==> config.mk <==
export PLATFORM = sky130hd
export DESIGN_NAME = side_buffer
export DESIGN_NICKNAME = d
export VERILOG_FILES = /design/src/rtl/side_buffer.sv
export SDC_FILE = /design/constraint.sdc
export NUM_CORES = 1
export LEC_CHECK = 0
export CAP_MARGIN = 20
export CORE_MARGIN = 2
export CORE_UTILIZATION = 32
export DETAILED_ROUTE_END_ITERATION = 10
export MAX_ROUTING_LAYER = met4
export PLACE_DENSITY = 0.5
export SYNTH_ARGS = -nofsm -noshare
export SYNTH_HDL_FRONTEND = slang
export SYNTH_SLANG_ARGS = --single-unit
export TNS_END_PERCENT = 50
==> constraint.sdc <==
create_clock -name clk -period 6.7 [get_ports clk]
set_input_delay 0.67 -clock clk [delete_from_list [all_inputs] [get_ports clk]]
set_output_delay 0.67 -clock clk [all_outputs]
set_load 0.05 [all_outputs]
==> src/rtl/side_buffer.sv <==
// side_buffer: holds flits that lost port allocation and re-injects the oldest
// one whenever the router stage reports an empty slot. A starvation counter
// raises redirect when the head flit stays blocked for too long.
module side_buffer #(
   parameter int WIDTH     = 64,
   parameter int DEPTH     = 4,
   parameter int STARVE_TH = 8,
   localparam int AW       = (DEPTH > 1) ? $clog2(DEPTH) : 1,
   localparam int CW       = $clog2(DEPTH + 1)
) (
   input  logic             clk,
   input  logic             reset,
   input  logic             in_valid,
   input  logic [WIDTH-1:0] in_flit,
   output logic             in_ready,
   input  logic             slot_free,
   output logic             out_valid,
   output logic [WIDTH-1:0] out_flit,
   output logic             redirect,
   output logic [CW-1:0]    count,
   output logic             drop_err
);

   logic [WIDTH-1:0] mem [DEPTH];

   logic [AW-1:0] wp_q, wp_d;
   logic [AW-1:0] rp_q, rp_d;
   logic [CW-1:0] count_q, count_d;
   logic [7:0]    scnt_q, scnt_d;
   logic          drop_err_q, drop_err_d;
   logic          push, pop;

   // Status flags come straight from registered state, so no input reaches
   // an output combinationally (and a fresh push is never bypassed).
   assign in_ready  = (count_q != CW'(DEPTH));
   assign out_valid = (count_q != '0);
   assign out_flit  = mem[rp_q];
   assign redirect  = (scnt_q == 8'(STARVE_TH));
   assign count     = count_q;
   assign drop_err  = drop_err_q;

   // Next-state for pointers, occupancy, starvation counter and drop flag.
   always_comb begin
      push       = in_valid & in_ready;
      pop        = out_valid & slot_free;
      wp_d       = push ? wp_q + AW'(1) : wp_q;
      rp_d       = pop  ? rp_q + AW'(1) : rp_q;
      count_d    = count_q + CW'(push) - CW'(pop);
      drop_err_d = drop_err_q | (in_valid & ~in_ready);
      scnt_d     = scnt_q;
      if (pop || (count_q == '0))
         scnt_d = '0;
      else if (!slot_free && (scnt_q != 8'(STARVE_TH)))
         scnt_d = scnt_q + 8'd1;
   end

   // Control state; synchronous reset discards everything buffered.
   always_ff @(posedge clk) begin
      if (reset) begin
         wp_q       <= '0;
         rp_q       <= '0;
         count_q    <= '0;
         scnt_q     <= '0;
         drop_err_q <= 1'b0;
      end else begin
         wp_q       <= wp_d;
         rp_q       <= rp_d;
         count_q    <= count_d;
         scnt_q     <= scnt_d;
         drop_err_q <= drop_err_d;
      end
   end

   // Flit storage is intentionally left unreset; count gates its visibility.
   always_ff @(posedge clk) begin
      if (!reset && push)
         mem[wp_q] <= in_flit;
   end

endmodule

After elaboration in Yosys (flattened, before gate mapping). Memory sizes are Yosys's and may differ from the RTL's. A register that Yosys moved wholly into a read port is not among the register bits. Index checks and enable logic that the tools add are counted.

$add $sub $neg: 5. Multipliers: 0. Div/mod/pow operators: 0. $lt $le $gt $ge: 0. Eq/ne operators: 3. Shifts and indexed selects: 0. Multiplexer cells: 4. Bitwise logic cells: 5. Reductions and logical operators: 8.

Operators with widths (number): adder 8 x 1 -> 8 bit (second input constant) (1); equality test 8 x 4 -> 1 bit (second input constant) (1); != test 8 x 4 -> 1 bit (second input constant) (1); adder 2 x 1 -> 2 bit (second input constant) (2); two-way mux 2 bit (2); adder 3 x 1 -> 3 bit (1); AND 1 bit (3); logical NOT 3 bit (1); != test 3 bit (second input constant) (1); nonzero test 3 bit (1); subtractor 3 x 1 -> 3 bit (1); logical AND 1 bit (2); logical NOT 1 bit (2); two-way mux 1 bit (2); OR reduction 2 bit (1); logical OR 1 bit (1); inverter 1 bit (1); bitwise OR 1 bit (1).

Bits in registers: 16. Bits in latches: 0. Bits in writable memories: 256. Memory bits (read-only): 0. Bits of input ports: 68. Output and inout port bits: 71. Word-level logic and storage cells: 31. Memories kept: 1.

Memory list: mem (depth 4, bits a word 64, rd ports 1, clocked after memory_dff 1, write ports 1, RTL line 24) `logic [WIDTH-1:0] mem [DEPTH];`.

Longest topological paths before layout.
Depth after elaboration: 5. Mapped depth: 9. Mapped depth without buffers: 8.

Least setup slack after synthesis. Ideal clock, no wire load.

Path type: flip-flop to flip-flop. From: register count_q[1] (netlist: count[1]). To: memory mem[0][0] (enable). Setup time: 0.578 ns. Arrival time: 5.889 ns. Setup slack: 0.233 ns. Cell stages (with the launch flop): 5. Clock period less this slack: 6.467 ns. Cells stage by stage: dfxtp_1 or3b_1 buf_6 nand2_4 nor3b_1.

Longest elaborated chain between the ends: 5.

RTL lines: from (decl) (RTL line 28) `logic [CW-1:0] count_q, count_d;`; from (signal assigned) (RTL line 68) `count_q <= count_d;`; != test 3 bit (RTL line 35) `assign in_ready = (count_q != CW'(DEPTH));`; via in_ready (RTL line 15) `output logic in_ready,`; AND 1 bit (RTL line 44) `push = in_valid & in_ready;`; logical AND 1 bit (RTL line 76) `if (!reset && push)`; two-way mux 1 bit (RTL line 76); two-way mux 1 bit (not written as such) (RTL line 77) `mem[wp_q] <= in_flit;`; to (decl) (RTL line 24).

The timed path passes the listed nets, and every way through them passes these cells.

==> out/metrics.csv <==
stage,metric,value,unit
status,outcome,"complete, no violations",
routing,wl on met1,8850,microns
routing,metal2 WL,9620,microns
power_and_ir_drop,Psw,1600,uW
min_path,Hold Path Class,reg -> reg,
die,I/O pins,139,
yosys,cell area after synthesis,10100,sq um
routing,met3 WL,1210,microns
layout,layout cells sized above 1,19.9,%
yosys,"Async S/R FF share, synth",0,%
routing,Vias per Instance,4.73,
yosys,Area contributors post-synth,"edfxtp_1 (76%), mux4_2 (14%), dfxtp_1 (3.6%), ha_1 (0.86%), buf_4 (0.44%)",
critical_path,R2R cell count,8,
routing,TritonRoute pass-1 iters,4,
critical_path,reg2reg setup slack,4290,ps
die,Die Width,182,microns
routing,initial DRC count,306,
yosys,synth cell count leaders,"edfxtp_1 (256), mux4_2 (64), dfxtp_1 (18)",
yosys,most numerous cell in the Yosys netlist,edfxtp_1,
timing,Final min period,4050,ps
power_and_ir_drop,VDD IR-drop max,0.212,mV
critical_path,Worst Path Max Fanout,37,
critical_path,Critical Path End Type,primary output,
critical_path,Worst path max stage delay,870,ps
yosys,ys flop type,edfxtp_1,
power_and_ir_drop,P_leak,0.00404,uW
yosys,sequential area share after synthesis,79.5,%
layout,Final Core Density,41.3,%
die,Die Area,33100,sq um
critical_path,critical path buffer and inverter count,2,
yosys,synth warn,0,
placed_design,port bufs,138,
power_and_ir_drop,Comb power frac,28.2,%
clocking,Worst-path clk slew,60,ps
timing,Clock Skew,7.94,ps
routing,WL/cell,19.6,microns
clocking,CTS resizes,0,
clocking,clk sink count,274,
yosys,share of the synthesized area in the top cell type,75.9,%
routing,Post-Route WL,20000,microns
layout,Area Overhead vs Synth,27.9,%
yosys,Syn Inst Count,434,
yosys,#FFs+latches synth,274,
timing,final setup violation count,0,
critical_path,critical path arrival,3380,ps
clocking,total CTS buffers,29,
timing,setup TNS,0,ps
timing,Pins Over Slew Limit,0,
critical_path,CP Depth,3,
power_and_ir_drop,Power Dens Cells,393,nW/um^2
clocking,maximum root-to-sink buffer count,3,
yosys,post-synthesis cell type count,38,
placed_design,half-perimeter wire length after placement,11700,microns
yosys,"area leader, netlist",edfxtp_1,
run,maxcap violations,0,
timing,"Hold Vio Cnt, Final",0,
routing,Residual DRC,0,
global_route,initial antenna violation count,1,
timing,unrepaired setup endpoints after global routing,no,
power_and_ir_drop,Seq pwr share,41.1,%
critical_path,RR Endpoint,count[2],
routing,post-route ant nets,0,
timing,period utilization,60.4,%
clocking,clk_lat worst skew,530,ps
global_route,GRT Total Usage,12.6,%
global_route,largest net degree at the start of global routing,65,
critical_path,CP max stage cell,dfxtp_4,
critical_path,crit path capture,out_flit[59],
placed_design,Placer Congestion,0.742,
yosys,Post-synth EDFFs,256,
layout,Final nets,672,
critical_path,critical path class,reg -> out,
critical_path,crit start category,flop,
clocking,CTS tree,built,
global_route,vias in the first global route,5321,
global_route,first-pass GRT wire length,31000,microns
power_and_ir_drop,Pint,3490,uW
power_and_ir_drop,Sw Ratio,31.4,%
die,row count,65,
die,core footprint,31400,sq um
die,Die Ht,182,microns
timing,fmax,0.247,GHz
clocking,Post-CTS Setup Inserts,0,
yosys,Mapped Nets,510,
clocking,H-tree levels,1,
power_and_ir_drop,Clock Power Share,30.7,%
timing,slew margin rel.,29.6,%
routing,DR top layer,met4,
critical_path,cell family with most CP delay,buffers and inverters,
timing,Worst-Margin Slew,1060,ps
global_route,gr ovfl total,0,
routing,vias,4829,
critical_path,R2R Path Start,count[2],
die,Initial Util,32.3,%
clocking,clk root buf,clkbuf_16,
critical_path,crit path cell chain,buf_4 > mux4_2 > clkdlybuf4s50_1,
power_and_ir_drop,Final Power,5090,uW
clocking,cts hold-fix bufs,0,
yosys,Syn Area/Cell,23.3,sq um
critical_path,CP Data Required Time,6030,ps
[flip-flops by register name, summed over array words and instances, names as in the netlist, named ones only]
name,flops
drop_err,1
rp_q,2
mem,256
count,3
wp_q,2
scnt_q,8
[worst min path at each step]
stage	start	endpoint	cells after the start
floorplan	scnt_q[7]	scnt_q[7]	2
global placement	drop_err	drop_err	2
detailed placement	drop_err	drop_err	2
CTS	drop_err	drop_err	2
global route	drop_err	drop_err	2
finish	drop_err	drop_err	2
[logic make-up after synthesis]
family	after synthesis	share of synthesized area, %
flip-flops	274	79.5
multiplexers	64	14.2
AND/OR/NAND/NOR	41	2.47
buffers and inverters	21	1.10
AO/OA/AOI/OAI	20	1.15
adder cells (fa/ha/maj)	8	1.06
XOR/XNOR	6	0.519
[through the flow]
step	instance area [sq um]	hold WS, ps	std cells	worst slack [ps]
after global routing	12900	529	1021	2350
final	12900	495	1021	2650
after global placement	12000	471	967	3090
after detailed placement	12000	460	967	3050
after CTS	12900	493	1020	2470
after floorplan	10100	467	434	233
[area by class of cell]
cell class | instances | area [sq um]
diodes | 1 | 2.50
clock buffers | 33 | 741
clock inverters | 20 | 193
fillers | 2784 | 18400
inverters | 5 | 18.8
multi-input cells | 139 | 1990
flip-flops and latches | 274 | 8060
well taps | 402 | 503
repair buffers | 147 | 1450
[placed cells by master, fill, tap and decap left out, types with 2 or more instances in the layout]
cell type	n
o21ai_0	6
nor3_1	2
bufinv_16	4
xnor2_1	2
clkbuf_1	4
a21o_1	2
or3_1	4
mux4_2	64
inv_1	5
clkinv_2	6
dfxtp_1	16
buf_4	9
nand3_1	5
nand4b_1	2
a21oi_1	8
clkdlybuf4s50_1	138
clkinv_1	9
xor2_1	4
ha_1	7
nor2b_1	3
nor3b_2	4
nor2_1	9
nand2_1	2
edfxtp_1	256
dfxtp_4	2
clkbuf_16	29
[layer usage]
| metal | GRT usage, % | vias to the layer above |
|---|---|---|
| li1 | - | 2153 |
| met1 | 16.5 | 2514 |
| met2 | 20.2 | 129 |
| met3 | 2.87 | 33 |
| met4 | 2.97 | 0 |
| met5 | - | - |
[tightest hold or removal path, cell delays in order (launching register included)]
cell	delay, ps
dfxtp_1	330
a31oi_1	50
nor2_1	80
[power by group through the flow]
stage	clock network, uW	logic (uW)	registers, uW
floorplan	0	1060	2070
global placement	0	1450	2130
detailed placement	0	1450	2140
CTS	1610	1460	2100
global route	1690	1510	2120
finish	1560	1440	2090
Note: power is estimated with default switching activity, not from simulation.
